==> src/rtl/rs_enc_pkg.sv <==
// -----------------------------------------------------------------------------
// rs_enc_pkg
// Shared definitions for the rs_enc_lfsr Reed-Solomon encoder:
//   - GF(2^8) arithmetic used at elaboration time only (gf_mul, gf_pow_alpha,
//     gen_poly, gf_const_cols). None of these becomes a runtime multiplier;
//     they produce constants that parameterise the parity stages.
//   - Encoder state enum.
//   - Default field polynomial and first consecutive root.
// -----------------------------------------------------------------------------
package rs_enc_pkg;

    localparam logic [8:0] PRIM_POLY_DEF = 9'h11D;
    localparam int         FCR_DEF       = 0;
    localparam int         N_PARITY_MAX  = 32;

    typedef enum logic [1:0] {
        ST_IDLE   = 2'd0,
        ST_MSG    = 2'd1,
        ST_PARITY = 2'd2
    } state_e;

    // Generator coefficients g0..g(N-1); the monic x^N term is implicit.
    typedef logic [N_PARITY_MAX-1:0][7:0] gen_coef_t;

    // Columns of the 8x8 GF(2) matrix for multiplication by a constant:
    // col[j] = coef * x^j, so coef*v = XOR of col[j] over set bits of v.
    typedef logic [7:0][7:0] gf_cols_t;

    // Shift-and-add multiply, reducing by the field polynomial.
    function automatic logic [7:0] gf_mul(input logic [7:0] a,
                                          input logic [7:0] b,
                                          input logic [8:0] poly);
        logic [7:0] acc;
        logic [7:0] aa;
        acc = 8'h00;
        aa  = a;
        for (int i = 0; i < 8; i++) begin
            if (b[i]) acc = acc ^ aa;
            aa = aa[7] ? ((aa << 1) ^ poly[7:0]) : (aa << 1);
        end
        return acc;
    endfunction

    // alpha^e with alpha = x (0x02); exponent taken modulo 255.
    function automatic logic [7:0] gf_pow_alpha(input int e,
                                                input logic [8:0] poly);
        logic [7:0] p;
        p = 8'h01;
        for (int i = 0; i < (e % 255); i++) p = gf_mul(p, 8'h02, poly);
        return p;
    endfunction

    // g(x) = prod_{i=0..n-1} (x + alpha^(fcr+i)), built one root at a time.
    function automatic gen_coef_t gen_poly(input int n,
                                           input logic [8:0] poly,
                                           input int fcr);
        logic [7:0] g [0:N_PARITY_MAX];
        logic [7:0] root;
        gen_coef_t  res;
        for (int j = 0; j <= N_PARITY_MAX; j++) g[j] = 8'h00;
        g[0] = 8'h01;
        for (int i = 0; i < n; i++) begin
            root = gf_pow_alpha(fcr + i, poly);
            for (int j = i + 1; j >= 1; j--) g[j] = g[j-1] ^ gf_mul(g[j], root, poly);
            g[0] = gf_mul(g[0], root, poly);
        end
        res = '0;
        for (int j = 0; j < N_PARITY_MAX; j++) begin
            if (j < n) res[j] = g[j];
        end
        return res;
    endfunction

    function automatic gf_cols_t gf_const_cols(input logic [7:0] coef,
                                               input logic [8:0] poly);
        gf_cols_t cols;
        for (int j = 0; j < 8; j++) cols[j] = gf_mul(coef, 8'(1 << j), poly);
        return cols;
    endfunction

endpackage

==> src/rtl/rs_enc_stage.sv <==
// -----------------------------------------------------------------------------
// rs_enc_stage
// One LFSR parity stage: r <= prev ^ (COEF * fb) when enabled. The constant
// multiplier is a fixed XOR network derived from COEF and PRIM_POLY.
// Ports:
//   clk     clock
//   rst     asynchronous active-low reset
//   en_i    shift enable (input transfer or parity emission)
//   fb_i    feedback symbol (zero while emitting parity)
//   prev_i  previous stage register (zero for stage 0)
//   r_o     this stage's parity register
// -----------------------------------------------------------------------------
module rs_enc_stage
    import rs_enc_pkg::*;
#(
    parameter logic [7:0] COEF      = 8'h01,
    parameter logic [8:0] PRIM_POLY = PRIM_POLY_DEF
) (
    input  logic       clk,
    input  logic       rst,
    input  logic       en_i,
    input  logic [7:0] fb_i,
    input  logic [7:0] prev_i,
    output logic [7:0] r_o
);

    localparam gf_cols_t COLS = gf_const_cols(COEF, PRIM_POLY);

    logic [7:0] prod;
    logic [7:0] r_d;
    logic [7:0] r_q;

    // NOTE: every variable assigned in always_comb gets a default first so
    // no path leaves it unassigned, which would infer a latch.
    always_comb begin
        prod = 8'h00;
        for (int j = 0; j < 8; j++) begin
            if (fb_i[j]) prod = prod ^ COLS[j];
        end
        r_d = prev_i ^ prod;
    end

    // NOTE: sequential state uses non-blocking assignments so all stages
    // sample their neighbours' old values on the same edge.
    always_ff @(posedge clk or negedge rst) begin
        if (!rst) begin
            r_q <= 8'h00;
        end else if (en_i) begin
            r_q <= r_d;
        end
    end

    assign r_o = r_q;

endmodule

==> src/rtl/rs_enc_lfsr.sv <==
// -----------------------------------------------------------------------------
// rs_enc_lfsr
// Systematic Reed-Solomon encoder over GF(2^8) with valid/ready streaming.
// Message symbols pass straight through, then N_PARITY parity symbols follow
// (highest-degree parity first). Generator coefficients are computed at
// elaboration from PRIM_POLY and FCR.
// Optional feature macro: RS_ENC_LEN_CHECK_EN -- force the K_MAX-th message
// symbol to end the message and raise a sticky len_err.
// Ports:
//   clk, rst                   clock, asynchronous active-low reset
//   in_data/in_valid/in_last   message symbol stream from the framer
//   in_ready                   encoder accepts in_data this cycle
//   out_data/out_valid/out_last codeword stream; out_last on final parity
//   out_ready                  downstream accepts out_data
//   len_err                    sticky length error (0 without the macro)
// -----------------------------------------------------------------------------
module rs_enc_lfsr
    import rs_enc_pkg::*;
#(
    parameter int         N_PARITY  = 16,
    parameter logic [8:0] PRIM_POLY = PRIM_POLY_DEF,
    parameter int         FCR       = FCR_DEF,
    parameter int         K_MAX     = 239
) (
    input  logic       clk,
    input  logic       rst,
    input  logic [7:0] in_data,
    input  logic       in_valid,
    input  logic       in_last,
    output logic       in_ready,
    output logic [7:0] out_data,
    output logic       out_valid,
    output logic       out_last,
    input  logic       out_ready,
    output logic       len_err
);

    if (N_PARITY < 2 || N_PARITY > N_PARITY_MAX || K_MAX < 1 || K_MAX > 255) begin : g_param_check
        $error("rs_enc_lfsr: parameter out of range");
    end

    localparam gen_coef_t GEN = gen_poly(N_PARITY, PRIM_POLY, FCR);
    localparam int        CW  = $clog2(N_PARITY);

    state_e        state_q, state_d;
    logic [CW-1:0] cnt_q, cnt_d;
    logic [7:0]    out_data_q, out_data_d;
    logic          out_valid_q, out_valid_d;
    logic          out_last_q, out_last_d;

    logic [7:0]    r [N_PARITY];
    logic [7:0]    fb;
    logic          free, xfer, par_step, par_last, shift_en, msg_last;

    // The output slot can take a new symbol when empty or being drained.
    assign free     = !out_valid_q || out_ready;
    assign in_ready = free && (state_q != ST_PARITY);
    assign xfer     = in_valid && in_ready;
    assign par_step = free && (state_q == ST_PARITY);
    assign par_last = par_step && (cnt_q == CW'(N_PARITY - 1));
    assign shift_en = xfer || par_step;
    // Zero feedback during parity turns the LFSR into a plain shift register.
    assign fb       = xfer ? (in_data ^ r[N_PARITY-1]) : 8'h00;

`ifdef RS_ENC_LEN_CHECK_EN
    logic [7:0] msg_cnt_q, msg_cnt_d;
    logic       len_err_q, len_err_d;
    logic       at_limit;

    assign at_limit = (msg_cnt_q == 8'(K_MAX - 1));
    assign msg_last = in_last || at_limit;

    always_comb begin
        msg_cnt_d = msg_cnt_q;
        len_err_d = len_err_q;
        if (xfer) begin
            msg_cnt_d = msg_last ? 8'h00 : msg_cnt_q + 8'h01;
            if (at_limit && !in_last) len_err_d = 1'b1;
        end
    end

    always_ff @(posedge clk or negedge rst) begin
        if (!rst) begin
            msg_cnt_q <= 8'h00;
            len_err_q <= 1'b0;
        end else begin
            msg_cnt_q <= msg_cnt_d;
            len_err_q <= len_err_d;
        end
    end

    assign len_err = len_err_q;
`else
    assign msg_last = in_last;
    assign len_err  = 1'b0;
`endif

    always_comb begin
        state_d     = state_q;
        cnt_d       = cnt_q;
        out_data_d  = out_data_q;
        out_valid_d = out_valid_q;
        out_last_d  = out_last_q;
        if (xfer) begin
            out_data_d  = in_data;
            out_last_d  = 1'b0;
            out_valid_d = 1'b1;
            state_d     = msg_last ? ST_PARITY : ST_MSG;
        end else if (par_step) begin
            out_data_d  = r[N_PARITY-1];
            out_last_d  = par_last;
            out_valid_d = 1'b1;
            cnt_d       = par_last ? '0 : cnt_q + 1'b1;
            if (par_last) state_d = ST_IDLE;
        end else if (free) begin
            out_valid_d = 1'b0;
        end
    end

    always_ff @(posedge clk or negedge rst) begin
        if (!rst) begin
            state_q     <= ST_IDLE;
            cnt_q       <= '0;
            out_data_q  <= 8'h00;
            out_valid_q <= 1'b0;
            out_last_q  <= 1'b0;
        end else begin
            state_q     <= state_d;
            cnt_q       <= cnt_d;
            out_data_q  <= out_data_d;
            out_valid_q <= out_valid_d;
            out_last_q  <= out_last_d;
        end
    end

    assign out_data  = out_data_q;
    assign out_valid = out_valid_q;
    assign out_last  = out_last_q;

    for (genvar i = 0; i < N_PARITY; i++) begin : g_stage
        logic [7:0] prev;
        if (i == 0) begin : g_first
            assign prev = 8'h00;
        end else begin : g_chain
            assign prev = r[i-1];
        end
        rs_enc_stage #(
            .COEF      (GEN[i]),
            .PRIM_POLY (PRIM_POLY)
        ) u_stage (
            .clk    (clk),
            .rst    (rst),
            .en_i   (shift_en),
            .fb_i   (fb),
            .prev_i (prev),
            .r_o    (r[i])
        );
    end

endmodule

==> config.mk <==
export PLATFORM = sky130hd
export DESIGN_NAME = rs_enc_lfsr
export DESIGN_NICKNAME = d
export VERILOG_FILES = /design/src/rtl/rs_enc_pkg.sv /design/src/rtl/rs_enc_stage.sv /design/src/rtl/rs_enc_lfsr.sv
export SDC_FILE = /design/constraint.sdc
export NUM_CORES = 1
export LEC_CHECK = 0
export ABC_AREA = 1
export CAP_MARGIN = 25
export CORE_AREA = 2 2 150 152
export CTS_CLUSTER_DIAMETER = 200
export DETAILED_ROUTE_END_ITERATION = 10
export DIE_AREA = 0 0 152 154
export PLACE_DENSITY = 0.77
export SYNTH_ARGS = -nofsm -noshare
export SYNTH_HDL_FRONTEND = slang
export SYNTH_HIERARCHICAL = 1
export SYNTH_SLANG_ARGS = --single-unit
==> constraint.sdc <==
create_clock -name clk -period 4.4 [get_ports clk]
set_input_delay 0.66 -clock clk [delete_from_list [all_inputs] [get_ports clk]]
set_output_delay 0.66 -clock clk [all_outputs]
set_load 0.01 [all_outputs]
Yosys cells after proc, flatten, opt, wreduce, memory -nomap -nowiden

Index checks and enable logic that the tools add are counted.
Widths: inputs -> output; s select.

Logic and storage cells: 292
Output and inout bits: 12
Bits of input ports: 13
Register bits after elaboration: 144

Bitwise operators: 122
Add/sub/neg operators: 1
Eq/ne operators: 3
Reductions and logical operators: 12
Multiplexer cells: 133

Operators with widths:

| operator            | number |
|---|---|
| $mux 8              | 60 |
| $mux 7              | 30 |
| $not 5->5           | 28 |
| $xor 8x8->8         | 16 |
| $mux 6              | 18 |
| $not 6->6           | 13 |
| $not 4->4           | 18 |
| $not 3->3           | 18 |
| $mux 5              | 9 |
| $not 2->3           | 10 |
| $not 7->7           | 3 |
| $mux 4              | 5 |
| $not 3->4           | 3 |
| $mux 2              | 4 |
| $not 1->2           | 4 |
| $not 8->8           | 1 |
| $mux 3              | 2 |
| $mux 1              | 5 |
| $not 4->5           | 1 |
| $add 4x1->4 const B | 1 |
| $eq 4x4->1 const B  | 1 |
| $logic_and 1x1->1   | 4 |
| $not 1->1 const A   | 4 |
| $not 2->2           | 2 |
| other kinds (8)     | 11 |

Longest topological paths before layout

Depth in word-level cells: 21
Gate-level depth with buffers: 16
Mapped depth without buffers: 15

Hierarchy

Netlist, hierarchy kept.

By module, submodules not included:

| module                                | cells each | instances | sequential area each (um2) | area each (um2) |
|---|---|---|---|---|
| rs_enc_stage (g_stage[0].u_stage ...) | 100        | 2         | 200.2                      | 671.9 |
| rs_enc_lfsr                           | 112        | 1         | 400.4                      | 898.4 |
| rs_enc_stage (g_stage[9].u_stage)     | 172        | 1         | 200.2                      | 895.9 |
| rs_enc_stage (g_stage[7].u_stage)     | 164        | 1         | 200.2                      | 870.8 |
| rs_enc_stage (g_stage[12].u_stage)    | 164        | 1         | 200.2                      | 863.3 |
| rs_enc_stage (g_stage[10].u_stage)    | 160        | 1         | 200.2                      | 838.3 |
| rs_enc_stage (g_stage[4].u_stage)     | 144        | 1         | 200.2                      | 824.5 |
| rs_enc_stage (g_stage[1].u_stage)     | 140        | 1         | 200.2                      | 782.0 |
| rs_enc_stage (g_stage[14].u_stage)    | 138        | 1         | 200.2                      | 757.0 |
| rs_enc_stage (g_stage[13].u_stage)    | 131        | 1         | 200.2                      | 732.0 |
| rs_enc_stage (g_stage[3].u_stage)     | 118        | 1         | 200.2                      | 709.4 |
| rs_enc_stage (g_stage[2].u_stage)     | 101        | 1         | 200.2                      | 628.1 |
| rs_enc_stage (g_stage[5].u_stage)     | 99         | 1         | 200.2                      | 624.3 |
| rs_enc_stage (g_stage[11].u_stage)    | 95         | 1         | 200.2                      | 611.8 |
| 2 more rows                           | --         | --        | --                         | -- |

Least setup slack after synthesis

Ideal clock, no wire load.

Path type: input port to flip-flop
From: input port out_ready
To: register g_stage[4].u_stage.r_q[6]
Setup slack: -464 ps
Arrival: 4747 ps
Data required time: 4283 ps
Stages: 14
Setup time: 117 ps
Cells stage by stage: inv_1 > nand2_1 > nand3_1 > buf_4 > nor2_1 > inv_1 > nand2_2 > nand3_2 > nand3b_1 > nand2_1 > nand2_1 > nand2_1 > nand2_1 > nand2_1

Longest elaborated chain between the ends: 19
Elaborated cells between the ends (all ways): 21
Classes of those cells: mux (9); bitwise (7); reduce/logical (5)

RTL lines:

| element                    | line               | RTL |
|---|---|---|
| start, declared            | rs_enc_lfsr.sv:34  | `input logic out_ready,` |
| $logic_or 1x1->1 (*)       | rs_enc_lfsr.sv:56  | `assign free = !out_valid_q \|\| out_ready;` |
| $logic_and 1x1->1 (*)      | rs_enc_lfsr.sv:57  | `assign in_ready = free && (state_q != ST_PARITY);` |
| $logic_and 1x1->1 (*)      | rs_enc_lfsr.sv:58  | `assign xfer = in_valid && in_ready;` |
| $mux 8 (*)                 | rs_enc_lfsr.sv:63  | `assign fb = xfer ? (in_data ^ r[N_PARITY-1]) : 8'h00;` |
| via fb[0]                  | rs_enc_lfsr.sv:52  | `logic [7:0] fb;` |
| $mux 8 (*)                 | rs_enc_stage.sv:38 | `if (fb_i[j]) prod = prod ^ COLS[j];` |
| $not 6->6 (no source line) | --                 |  |
| $mux 8 (*) (2 in a row)    | rs_enc_stage.sv:38 |  |
| (+3 left out)              | --                 |  |
| $mux 8 (*)                 | rs_enc_stage.sv:38 |  |
| $not 5->5 (no source line) | --                 |  |
| $mux 8 (*)                 | rs_enc_stage.sv:38 |  |
| $not 8->8 (no source line) | --                 |  |
| $mux 8 (*)                 | rs_enc_stage.sv:38 |  |
| $not 5->5 (no source line) | --                 |  |
| $mux 8 (*)                 | rs_enc_stage.sv:38 |  |
| $xor 8x8->8 (*)            | rs_enc_stage.sv:40 | `r_d = prev_i ^ prod;` |
| end signal, assigned       | rs_enc_stage.sv:49 | `r_q <= r_d;` |
| end, declared              | rs_enc_stage.sv:31 | `logic [7:0] r_q;` |

The timed path passes the listed nets; every way through them passes the cells marked *.
A chain may end at the register's enable or synchronous reset.

Final worst setup path

From: input port out_ready
To: register g_stage[13].u_stage.r_q[3]

Elaborated cells between the ends (all ways): 19
Classes of those cells: mux (9); bitwise (5); reduce/logical (5)

RTL lines:

| element              | line |
|---|---|
| $logic_or 1x1->1     | rs_enc_lfsr.sv:56 |
| $logic_and 1x1->1    | rs_enc_lfsr.sv:57 |
| $logic_and 1x1->1    | rs_enc_lfsr.sv:58 |
| $mux 8               | rs_enc_lfsr.sv:63 |
| via fb[7]            | rs_enc_lfsr.sv:52 |
| $mux 6               | rs_enc_stage.sv:38 |
| $xor 8x8->8          | rs_enc_stage.sv:40 |
| end signal, assigned | rs_enc_stage.sv:49 |
| end, declared        | rs_enc_stage.sv:31 |

The timed path passes the listed nets, and every way through them passes these cells.

==> flow_summary.ini <==
[run_status]
status = complete, no violations

[sta]
fin_skew_ns = 0.0108
period_share_pct = 65.2
grt_setup_unrepaired = false
relSlewSlack_pct = 50.1
fmax_ghz = 0.348
min_period_ns = 2.87
drv_slew = 0
setup_tns_ns = 0
worst_slew_pin_slew_ns = 0.749
setup_viol = 0
hold_violations = 0

[logic_synthesis]
synth_area_per_cell_sq_um = 5.96
synth_cell_types = 32
synth-edff-count = 0
synth_warnings = 6
ys_seq_elements = 144
netlist_area_sq_um = 12400
ys_async_sr_fraction_pct = 100
yosysSeqAreaShare_pct = 29.0
synth_ff_type = dfrtp_1
synthCells = 2088

[pwr]
switching_share_pct = 48.0
p_comb_share_pct = 57.2
vdd_ir_drop_max_mv = 0.313
power.share.clock_pct = 15.1
seq_power_share_pct = 27.7
leakagePower_uw = 0.00763
intPower_uw = 4740
p_total_uw = 9120
power.density_nw_per_um2 = 666
power.switching_uw = 4380

[routing]
first_iter_violations = 874
via_per_inst = 5.15
ant_nets = 0
vias = 12500
drc_errors = 0
wl_per_cell_um = 12.7
drt_wl_total_um = 30800
drt_pre_antenna_iters = 7

[cts]
cts_tree = yes
ctsResizeCount = 0
clk_latency_ns = 0.43
cts_buffer_depth = 2
cts_made_buffers = 17
post_cts_buffers = 0
clock-sinks = 144
clk_pin_slew_worst_paths_ns = 0.06
htree_levels = 4
hold_buffers = 0
root_buffer = clkbuf_16

[die]
row_count = 54
start_util_pct = 57.4
io_pins = 25
die_w_um = 152
die_height_um = 154
fp.dieArea_sq_um = 23400
core_area_sq_um = 21700

[grt]
track_usage_pct = 27.2
grt_pass1_wl_um = 53500
grt_max_degree = 103
grt_pass1_vias = 11700
antenna_found_initial = 0
grt_overflow = 0

[critical_path]
r2r_start = out_valid
crit_path_end_kind = flip-flop
cp.arrival_ns = 3.19
path_max_fanout = 34
crit_type = in2reg
r2r_slack_ns = 1.86
start_kind = input pin
r2r_cells = 12
critical_path_required_ns = 4.72
r2r_end = g_stage[13].u_stage/r_o[3]

[layout]
final_util_pct = 63.2
drive_gt1_share_pct = 7.75
fillers = 1978
n_antenna_cell = 0
area_growth_pct = 10.1
layout.nets = 2144

[hold_path]
min_path_type = in2async

[place]
gp_congestion = 0.884
dpl.hpwl_um = 20800
numPortBuffers = 23

[run]
maxCapViolCount = 0
how the worst max path moves through the flow:
stage	start	endpoint	slack, ns	cells past startpoint
detailed placement	out_ready	g_stage[1].u_stage/r_o[0]	1.12	13
finish	out_ready	g_stage[13].u_stage/r_o[3]	1.53	14
CTS	out_ready	g_stage[1].u_stage/r_o[0]	1.56	13
global placement	out_ready	g_stage[13].u_stage/r_o[2]	1.20	14
floorplan	out_ready	g_stage[4].u_stage/r_o[0]	0.02	15
global route	out_ready	g_stage[4].u_stage/r_o[7]	1.29	16
state kept, by name, summed over array words and instances, names as in the netlist:
signal	count
g_stage.u_stage/r_o	128
state_q	2
out_data	8
out_valid	1
cnt_q	4
out_last	1
synthesized netlist by cell type, types with 2 or more instances:
cell / n / share of area [%]
nand2b_1: 2 / 0.10
o21ai_1: 7 / 0.28
clkbuf_8: 2 / 0.22
nor2_1: 29 / 0.87
buf_4: 15 / 0.90
xor2_1: 39 / 2.7
inv_1: 194 / 5.9
buf_2: 10 / 0.40
buf_6: 8 / 0.72
inv_2: 40 / 1.2
nor2_2: 2 / 0.10
dfrtp_1: 144 / 29
nand2_1: 1105 / 33
or2_1: 10 / 0.50
clkinv_1: 5 / 0.15
xnor2_1: 96 / 6.8
a21o_1: 2 / 0.12
nand3b_1: 30 / 1.8
nand3_1: 267 / 11
nand3_2: 2 / 0.16
or2_0: 6 / 0.30
nand2_2: 54 / 2.7
o21ai_0: 10 / 0.40
metal layers:
metal	GRT usage, %	wire length [um]
met1	34.0	13800
met2	48.1	15000
met4	9.70	721
met3	3.66	1350
met5	0	0
power by group through the flow:
stage	clock (uW)	sequential, uW	combinational (uW)
CTS	1410	2520	5200
global placement	0	2520	4990
detailed placement	0	2540	5160
floorplan	0	2380	4200
global route	1450	2610	6020
finish	1380	2520	5220
metrics by stage:
step,area (sq um),instances,setup WS (ns),hold WS (ns)
after floorplan,12500,2099,0.0231,0.364
after global placement,13100,2390,1.20,0.482
after detailed placement,13100,2390,1.12,0.480
after CTS,13700,2422,1.56,0.390
after global routing,13700,2423,1.29,0.0311
final,13700,2423,1.53,0.0410
worst max-delay path: stages:
cell and delay, ns:
clkdlybuf4s50_1 0.47, inv_1 0.04, nand2_1 0.10, nand3_1 0.09, buf_4 0.26, nor2_4 0.37, buf_4 0.50, nand2_1 0.20
nand2_2 0.16, nand2_1 0.08, nand2_1 0.06, nand2_1 0.05, nand3_1 0.08, nand2_1 0.05
layout by cell type, fill, tap and decap left out, types with 8 or more instances in the layout:
| cell | count |
|---|---|
| xor2_1 | 39 |
| nand3b_1 | 30 |
| dfrtp_1 | 144 |
| clkdlybuf4s50_1 | 22 |
| xnor2_1 | 96 |
| nand2_2 | 54 |
| clkbuf_16 | 17 |
| inv_2 | 40 |
| or2_1 | 10 |
| nor2_4 | 9 |
| buf_4 | 17 |
| o21ai_0 | 10 |
| nand3_1 | 267 |
| buf_12 | 8 |
| inv_1 | 194 |
| nand2_1 | 1104 |
| conb_1 | 12 |
| nor2_1 | 21 |
logic make-up (layout without fill, tap and decap cells):
group	Yosys count	after routing	share of synthesized area (%)
fa+ha+maj	1	1	0.101
simple gates	1510	1510	50.9
other cells	1	12	0.0301
mux	1	1	0.0804
buf+inv	277	321	9.67
compound gates	19	19	0.804
flops	144	144	29.0
xor+xnor	135	135	9.50
area by class of cell:
type	instances	area, sq um	share of cell area, %
well taps	280	350	2.56
clock inverters	12	113	0.822
clock buffers	20	437	3.19
repair buffers	49	547	3.99
multi-input cells	1678	7750	56.6
flip-flops and latches	144	3600	26.3
inverters	240	903	6.59
No activity file was read; power rests on OpenSTA's default activity.
